--- config.mk ---
export PLATFORM = sky130hd
export DESIGN_NAME = qea_host_sequencer
export DESIGN_NICKNAME = d
export VERILOG_FILES = /design/src/rtl/qea_host_sequencer.sv
export SDC_FILE = /design/constraint.sdc
export NUM_CORES = 1
export LEC_CHECK = 0
export CAP_MARGIN = 20
export CORE_AREA = 2 2 388 390
export DETAILED_ROUTE_END_ITERATION = 7
export DIE_AREA = 0 0 390 392
export GPL_ROUTABILITY_DRIVEN = 0
export PLACE_DENSITY = 0.45
export SYNTH_ARGS = -nofsm -noshare
export SYNTH_HDL_FRONTEND = slang
export SYNTH_SLANG_ARGS = --single-unit
--- constraint.sdc ---
create_clock -name clk -period 11.1 [get_ports clk]
set_input_delay 3.33 -clock clk [delete_from_list [all_inputs] [get_ports clk]]
set_output_delay 3.33 -clock clk [all_outputs]
set_load 0.05 [all_outputs]
--- src/rtl/qea_host_sequencer.sv ---
// Hardware host for the QEA accelerator: loads ctx words, seeds the state RAM with |0>,
// starts QEA, times the run, then streams every final state RAM word out.
module qea_host_sequencer #(
    parameter int PE_NUM_WIDTH            = 2,
    parameter int PE_NUM                  = 4,
    parameter int DATA_WIDTH              = 32,
    parameter int NUM_FRAC_BIT            = 30,
    parameter int STATE_DATA_WIDTH        = 64,
    parameter int STATE_ADDR_WIDTH        = 16,
    parameter int GATE_CONTEXT_DATA_WIDTH = 64,
    parameter int GATE_CONTEXT_ADDR_WIDTH = 16,
    parameter int MAX_QBIT_WIDTH          = 6,
    parameter int RD_LATENCY              = 1,
    parameter int CYCLE_CNT_WIDTH         = 32
) (
    input  logic                                 clk,
    input  logic                                 rst_n,
    input  logic                                 i_run,
    input  logic [MAX_QBIT_WIDTH-1:0]            i_qbit_num,
    input  logic [GATE_CONTEXT_ADDR_WIDTH-1:0]   i_ins_num,
    input  logic                                 s_ctx_valid,
    output logic                                 s_ctx_ready,
    input  logic [GATE_CONTEXT_DATA_WIDTH-1:0]   s_ctx_data,
    output logic                                 o_ctx_en,
    output logic                                 o_ctx_wea,
    output logic [GATE_CONTEXT_ADDR_WIDTH-1:0]   o_ctx_addr,
    output logic [GATE_CONTEXT_DATA_WIDTH-1:0]   o_ctx_data,
    output logic [PE_NUM-1:0]                    o_state_ena,
    output logic [PE_NUM-1:0]                    o_state_wea,
    output logic [STATE_ADDR_WIDTH-1:0]          o_state_addra,
    output logic [PE_NUM*STATE_DATA_WIDTH-1:0]   o_state_dina,
    output logic                                 o_start,
    input  logic                                 i_complete,
    input  logic [PE_NUM*STATE_DATA_WIDTH-1:0]   i_state_dout,
    output logic                                 m_res_valid,
    input  logic                                 m_res_ready,
    output logic [PE_NUM*STATE_DATA_WIDTH-1:0]   m_res_data,
    output logic                                 m_res_last,
    output logic                                 o_busy,
    output logic                                 o_done,
    output logic [CYCLE_CNT_WIDTH-1:0]           o_cycles
);
    // state        | meaning
    // S_IDLE       | waiting for i_run
    // S_LOAD_CTX   | accepting ctx stream words into ctx RAM
    // S_INIT_STATE | writing |0> into state RAM, one word per cycle
    // S_START      | one-cycle start pulse, cycle counter restarts
    // S_WAIT       | counting until QEA reports complete
    // S_RD_ISSUE   | state RAM read request for word j
    // S_RD_WAIT    | RAM read latency
    // S_RD_OUT     | result word j offered downstream
    // S_DONE       | one-cycle done pulse
    localparam int WW   = PE_NUM * STATE_DATA_WIDTH;
    localparam int CAW  = GATE_CONTEXT_ADDR_WIDTH;
    localparam int SAW  = STATE_ADDR_WIDTH;
    localparam int QW   = MAX_QBIT_WIDTH;
    localparam int CCW  = CYCLE_CNT_WIDTH;
    localparam int LATW = (RD_LATENCY > 1) ? $clog2(RD_LATENCY) : 1;
    localparam logic [STATE_DATA_WIDTH-1:0] ONE_RE = STATE_DATA_WIDTH'(1) << (NUM_FRAC_BIT + DATA_WIDTH);
    localparam logic [WW-1:0] INIT_WORD = WW'(ONE_RE) << (WW - STATE_DATA_WIDTH);

    typedef enum logic [3:0] {
        S_IDLE, S_LOAD_CTX, S_INIT_STATE, S_START, S_WAIT,
        S_RD_ISSUE, S_RD_WAIT, S_RD_OUT, S_DONE
    } state_e;

    state_e          state_q, state_d;
    logic [QW-1:0]   qbit_q, qbit_d;
    logic [CAW-1:0]  ins_q, ins_d;
    logic [CAW-1:0]  ctx_cnt_q, ctx_cnt_d;
    logic [SAW-1:0]  word_cnt_q, word_cnt_d;
    logic [LATW-1:0] lat_cnt_q, lat_cnt_d;
    logic [1:0]      wait_cnt_q, wait_cnt_d;
    logic [CCW-1:0]  cycles_q, cycles_d;
    logic            ctx_en_q, ctx_en_d;
    logic [CAW-1:0]  ctx_addr_q, ctx_addr_d;
    logic [GATE_CONTEXT_DATA_WIDTH-1:0] ctx_data_q, ctx_data_d;
    logic [WW-1:0]   res_q, res_d;
    logic [QW-1:0]   nw_exp;
    logic [SAW-1:0]  last_idx;

    // Index of the last state word; saturates instead of wrapping for oversized jobs.
    always_comb begin
        nw_exp = qbit_q - QW'(PE_NUM_WIDTH);
        if (qbit_q <= QW'(PE_NUM_WIDTH))
            last_idx = '0;
        else if (nw_exp >= QW'(SAW))
            last_idx = '1;
        else
            last_idx = (SAW'(1) << nw_exp) - SAW'(1);
    end

    always_ff @(posedge clk or negedge rst_n) begin
        if (!rst_n) begin
            state_q    <= S_IDLE;
            qbit_q     <= '0;
            ins_q      <= '0;
            ctx_cnt_q  <= '0;
            word_cnt_q <= '0;
            lat_cnt_q  <= '0;
            wait_cnt_q <= '0;
            cycles_q   <= '0;
            ctx_en_q   <= 1'b0;
            ctx_addr_q <= '0;
            ctx_data_q <= '0;
            res_q      <= '0;
        end else begin
            state_q    <= state_d;
            qbit_q     <= qbit_d;
            ins_q      <= ins_d;
            ctx_cnt_q  <= ctx_cnt_d;
            word_cnt_q <= word_cnt_d;
            lat_cnt_q  <= lat_cnt_d;
            wait_cnt_q <= wait_cnt_d;
            cycles_q   <= cycles_d;
            ctx_en_q   <= ctx_en_d;
            ctx_addr_q <= ctx_addr_d;
            ctx_data_q <= ctx_data_d;
            res_q      <= res_d;
        end
    end

    always_comb begin
        state_d       = state_q;
        qbit_d        = qbit_q;
        ins_d         = ins_q;
        ctx_cnt_d     = ctx_cnt_q;
        word_cnt_d    = word_cnt_q;
        lat_cnt_d     = lat_cnt_q;
        wait_cnt_d    = wait_cnt_q;
        cycles_d      = cycles_q;
        ctx_en_d      = 1'b0;
        ctx_addr_d    = ctx_addr_q;
        ctx_data_d    = ctx_data_q;
        res_d         = res_q;
        s_ctx_ready   = 1'b0;
        o_state_ena   = '0;
        o_state_wea   = '0;
        o_state_addra = '0;
        o_state_dina  = '0;
        o_start       = 1'b0;
        m_res_valid   = 1'b0;
        m_res_last    = 1'b0;
        o_busy        = (state_q != S_IDLE) && (state_q != S_DONE);
        o_done        = (state_q == S_DONE);

        case (state_q)
            S_IDLE: begin
                if (i_run) begin
                    qbit_d     = i_qbit_num;
                    ins_d      = i_ins_num;
                    ctx_cnt_d  = '0;
                    word_cnt_d = '0;
                    state_d    = (i_ins_num == '0) ? S_INIT_STATE : S_LOAD_CTX;
                end
            end
            S_LOAD_CTX: begin
                s_ctx_ready = 1'b1;
                if (s_ctx_valid) begin
                    ctx_en_d   = 1'b1;
                    ctx_addr_d = ctx_cnt_q;
                    ctx_data_d = s_ctx_data;
                    ctx_cnt_d  = ctx_cnt_q + CAW'(1);
                    if (ctx_cnt_q == ins_q - CAW'(1))
                        state_d = S_INIT_STATE;
                end
            end
            S_INIT_STATE: begin
                o_state_ena   = '1;
                o_state_wea   = '1;
                o_state_addra = word_cnt_q;
                o_state_dina  = (word_cnt_q == '0) ? INIT_WORD : '0;
                if (word_cnt_q == last_idx) begin
                    word_cnt_d = '0;
                    state_d    = S_START;
                end else begin
                    word_cnt_d = word_cnt_q + SAW'(1);
                end
            end
            S_START: begin
                o_start    = 1'b1;
                cycles_d   = CCW'(1);
                wait_cnt_d = '0;
                state_d    = S_WAIT;
            end
            S_WAIT: begin
                cycles_d = (cycles_q == '1) ? cycles_q : cycles_q + CCW'(1);
                // QEA's complete level from the previous job is still visible for two cycles.
                if (wait_cnt_q != 2'd2)
                    wait_cnt_d = wait_cnt_q + 2'd1;
                else if (i_complete)
                    state_d = S_RD_ISSUE;
            end
            S_RD_ISSUE: begin
                o_state_ena   = '1;
                o_state_addra = word_cnt_q;
                lat_cnt_d     = '0;
                state_d       = S_RD_WAIT;
            end
            S_RD_WAIT: begin
                if (lat_cnt_q == LATW'(RD_LATENCY - 1)) begin
                    res_d   = i_state_dout;
                    state_d = S_RD_OUT;
                end else begin
                    lat_cnt_d = lat_cnt_q + LATW'(1);
                end
            end
            S_RD_OUT: begin
                m_res_valid = 1'b1;
                m_res_last  = (word_cnt_q == last_idx);
                if (m_res_ready) begin
                    if (word_cnt_q == last_idx) begin
                        state_d = S_DONE;
                    end else begin
                        word_cnt_d = word_cnt_q + SAW'(1);
                        state_d    = S_RD_ISSUE;
                    end
                end
            end
            S_DONE:  state_d = S_IDLE;
            default: state_d = S_IDLE;
        endcase
    end

    assign o_ctx_en   = ctx_en_q;
    assign o_ctx_wea  = ctx_en_q;
    assign o_ctx_addr = ctx_addr_q;
    assign o_ctx_data = ctx_data_q;
    assign m_res_data = res_q;
    assign o_cycles   = cycles_q;

endmodule
Yosys cells after proc, flatten, opt, wreduce, memory -nomap -nowiden. Cells that the tools add are included.

Add/sub/neg operators: 8. Multiply operators: 0. Div/mod/pow operators: 0. Order comparisons: 2. Equality and inequality tests: 24. Shift-type cells: 1. Mux-type cells: 37. Bitwise operators: 1. Reduce and logical (&&, ||, !) cells: 18.

Operators with widths (count): 2-to-1 mux 255 bit (2); 2-to-1 mux 16 bit (8); case mux 32 bit (2 select lines) (1); case mux 16 bit (3 select lines) (1); 2-to-1 mux 4 bit (11); adder 16 x 1 -> 16 bit, second input constant (2); adder 32 x 1 -> 32 bit, second input constant (1); == test 16 bit (2); == test 32 bit, second input constant (1); logical NOT 16 bit (2); 2-to-1 mux 32 bit (1); case mux 16 bit (2 select lines) (1); case mux 4 bit (8 select lines) (1); != test 2 bit, second input constant (12); == test 4 x 3 -> 1 bit, second input constant (4); left shift 1 x 6 -> 16 bit, first input constant (1); subtractor 16 x 1 -> 16 bit, second input constant (1); subtractor 16 x 2 -> 16 bit, second input constant (1); AND reduction 2 bit (5); == test 4 x 2 -> 1 bit, second input constant (2); AND reduction 8 bit (1); 2-to-1 mux 1 bit (7); greater-or-equal comparator 6 x 5 -> 1 bit, second input constant (1); <= comparator 6 x 2 -> 1 bit, second input constant (1); other kinds (18) (21).

Bits in registers: 430. Bits in latches: 0. RAM bits: 0. Memory bits (read-only): 0. Input port bits: 348. Output and inout bits: 656. Logic and storage cells: 103. Memories: 0.

Logic depth before layout (Yosys ltp).
Depth in word-level cells: 9. Depth in mapped cells: 22.

Worst setup path before layout. OpenSTA, ideal clock, no wires.

Path kind: register to output. Start point: register qbit_q[1]. End point: output m_res_last. Arrival: 4.255 ns. Data required time: 7.770 ns. Path slack: 3.515 ns. Stages on the path, launching flop included: 21. Buffers on the path: 6. Cell sequence: dfrtp_1 -> clkbuf_1 -> inv_1 -> ha_1 -> buf_2 -> nor3_1 -> a21bo_2 -> clkbuf_1 -> nand4_1 -> ha_1 -> clkbuf_1 -> o31ai_4 -> a2bb2oi_4 -> mux2i_1 -> o2111a_1 -> nor4_1 -> and4_4 -> nand3_2 -> inv_2 -> buf_6 -> buf_6.

Longest elaborated chain between the ends: 7.

Ends and longest elaborated chain: start, declared (RTL line 68) `logic [QW-1:0] qbit_q, qbit_d;`; start signal, assigned (RTL line 109) `qbit_q <= qbit_d;`; subtractor 6 x 2 -> 6 bit (RTL line 84) `nw_exp = qbit_q - QW'(PE_NUM_WIDTH);`; left shift 1 x 6 -> 16 bit (RTL line 90) `last_idx = (SAW'(1) << nw_exp) - SAW'(1);`; subtractor 16 x 2 -> 16 bit (RTL line 90); 2-to-1 mux 16 bit (RTL line 87) `else if (nw_exp >= QW'(SAW))`; 2-to-1 mux 16 bit (*) (RTL line 85) `if (qbit_q <= QW'(PE_NUM_WIDTH))`; == test 16 bit (*) (RTL line 210) `m_res_last = (word_cnt_q == last_idx);`; 2-to-1 mux 1 bit (*) (RTL line 147) `case (state_q)`; end, declared (RTL line 38) `output logic m_res_last,`.

Every way passes the cells marked *; elsewhere a longest branch is shown, timed or not.

Final worst setup path. Ends and elaborated chain as after synthesis.

==> impl_metrics.tcl <==
set metrics [dict create \
    switching_share 0.480 \
    status "finished clean" \
    required_ps 7770 \
    drt-initial-drc-count 866 \
    clock-root-buffer "clkbuf_16" \
    crit_arrival_ps 6230 \
    p_leak_nw 12.9 \
    setup-tns-final_ps 0 \
    cts_resized 0 \
    yosys.area.top_type_share 0.521 \
    ys_top_cells_by_area "dfrtp_1 52%, mux2_2 14%, buf_4 9.5%, nand2_1 6.4%, xor2_1 1.8%" \
    grt_pass1_wl_mm 117 \
    pwr-share-clk 0.189 \
    track_usage 0.104 \
    final_cell_mix "747 x clkdlybuf4s50_1, 429 x dfrtp_1, 352 x nand2_1" \
    synth_flop_cell "dfrtp_1" \
    chipWidth_um 390 \
    setup_viol 0 \
    crit_fanout 20 \
    p_seq_frac 0.266 \
    dpl.hpwl_mm 64.4 \
    finalMaxSlewViolations 0 \
    cts_made_buffers 56 \
    syn_inst 1904 \
    num_vias 16097 \
    fin_nets 2986 \
    fin_skew_ps 32.0 \
    synth_edf_count 0 \
    clock_sinks 429 \
    slowest_stage "clkdlybuf4s50_1" \
    critical-path-max-stage-delay_ps 900 \
    wl_per_cell_um 17.9 \
    max_cap_violations 0 \
    final_common_cell "clkdlybuf4s50_1" \
    grt_max_degree 155 \
    hold_violations 0 \
    path_clk_slew_ps 60 \
    relSlewSlack 0.321 \
    syn_to_final_growth_pct 51.6 \
    cts_tree "done" \
    htreeDepth 2 \
    netSwitchingPower_mw 4.80 \
    synth_area_per_cell_um2 10.8 \
    coreArea_um2 149000 \
    clockBufferDepth 3 \
    ctsHoldBuffers 0 \
    power_per_cell_area_nw_per_um2 320 \
    synth_cell_types 68 \
    cts_setup_buffers 0 \
    dr.pass1.iters 5 \
    layout_min_cycle_time_ps 9560 \
    yosysSeqAreaShare 0.521 \
    die_h_um 392 \
    irDropWorstVdd_v 0.000247 \
    antenna_found_initial 28 \
    min_path_type "reg -> reg" \
    synth-seq-cells 429 \
    grt_overflow_total 0 \
    drc 0 \
    finalCritPeriodShare 0.861 \
    ios 1004 \
    route.antenna.remaining_nets 0 \
    wirelength_mm 82.9 \
    startpoint_type "register" \
    io_buffers 748 \
    dpl_worst_slack_ps 2200 \
    grt_pass1_vias 15997 \
    setup_ws_ps 1540 \
    max_freq_mhz 105 \
    end_kind "output pin" \
    intPower_mw 5.20 \
    crit_chain "inv_1, ha_1, nand2_1, or3_1, a21bo_2, nand3_1, ha_1, o31ai_4, a2bb2oi_4, mux2i_1, o2111a_1, nor4_1, and4_4, nand3_2, inv_2, clkdlybuf4s50_1" \
    async_flop_share 1.00 \
    comb_power_share 0.545 \
    cpMostUsedCell "ha_1" \
    rrSetupSlack_ps 5640 \
    synth_top_cell_by_area "dfrtp_1" \
    die_area_um2 153000 \
    yosysWarnings 0 \
    crit_type "reg -> out" \
    drive_above_1_share 0.142 \
    clk_latency_ps 650 \
    grt_setup_unrepaired "no" \
    synth_area_um2 20600 \
    viasPerCell 3.48 \
    worstMarginPinSlew_ps 1020 \
    hold_ws_ps 471 \
    start_util 0.138 \
    placementRows 142 \
]
==> worst paths after layout <==
check,startpoint,end,cells past startpoint
worst max-delay path,qbit_q[1],m_res_last,16
worst min-delay path,o_ctx_data[62],o_ctx_data[62],2
worst max register to register,qbit_q[1],word_cnt_q[12],16
worst min register to register,o_ctx_data[62],o_ctx_data[62],2
max in group asynchronous,rst_n,ctx_cnt_q[7],3
min in group asynchronous,rst_n,m_res_data[75],1
==> per-layer routing <==
layer	part of all wire	GRT usage	up-vias	wire (um)
met5	0.0040	0	-	333
met4	0.033	0.0349	50	2700
met3	0.093	0.0432	152	7740
met2	0.50	0.180	659	41800
met1	0.37	0.114	7822	30400
li1	-	-	7414	-
==> sequential cells by signal, summed over array words and instances (netlist names), 2 cells and up <==
register / flops
o_cycles: 32
wait_cnt_q: 2
o_ctx_data: 64
o_ctx_addr: 16
ins_q: 16
qbit_q: 6
word_cnt_q: 16
m_res_data: 256
state_q: 4
ctx_cnt_q: 16
==> metrics by stage <==
step | std cells | area, um^2 | utilization | power [mW]
4_1_cts | 4614 | 31200 | 0.210 | 10.2
6_report | 4619 | 31200 | 0.210 | 10.0
3_5_place_dp | 4515 | 29300 | 0.197 | 8.22
5_1_grt | 4615 | 31200 | 0.210 | 10.5
2_1_floorplan | 2158 | 21600 | - | 6.22
3_3_place_gp | 4515 | 29300 | 0.197 | 8.20
==> worst max-delay path, delay by kind of cell (launching register included) <==
kind / cells / cell delay [ps]
mux: 1 / 120
simple gates: 6 / 1460
buf+inv: 3 / 1440
compound gates: 4 / 1120
fa+ha+maj: 2 / 930
flops: 1 / 530
==> kinds of logic after synthesis <==
family | Yosys count | share of synthesized area
compound gates | 141 | 0.0490
xor+xnor | 66 | 0.0281
fa+ha+maj | 9 | 0.00546
buf+inv | 373 | 0.117
flops | 429 | 0.521
mux | 267 | 0.145
other cells | 1 | 0.000182
simple gates | 618 | 0.134
==> power by group through the flow <==
stage	combinational [mW]	sequential (mW)	clock [mW]
floorplan	1.56	4.66	0
detailed placement	5.53	2.69	0
CTS	5.55	2.67	1.99
finish	5.45	2.66	1.89
global placement	5.53	2.67	0
global route	5.69	2.76	2.04
==> Yosys cell counts, drive strengths merged (10+ instances only) <==
master and n:
o21ai 26, buf 274, or4 13, o31ai 13, and2 16, nor4 14
mux2 257, dfrtp 429, and3 12, a21oi 33, or3 13, xor2 42
a31oi 13, nand3 34, mux2i 10, nor3 30, inv 21, xnor2 24
nor2 80, nand4 21, clkbuf 78, nand2 353
==> cell type report <==
type | count | area, um^2
Antenna cell | 5 | 12.5
Clock buffer | 85 | 1650
Clock inverter | 14 | 245
Fill cell | 16216 | 118000
Inverter | 21 | 78.8
Multi-Input combinational cell | 1356 | 8440
Sequential cell | 429 | 10700
Tap cell | 1944 | 2430
Timing Repair Buffer | 765 | 7640
(Power assumes the default switching activity.)
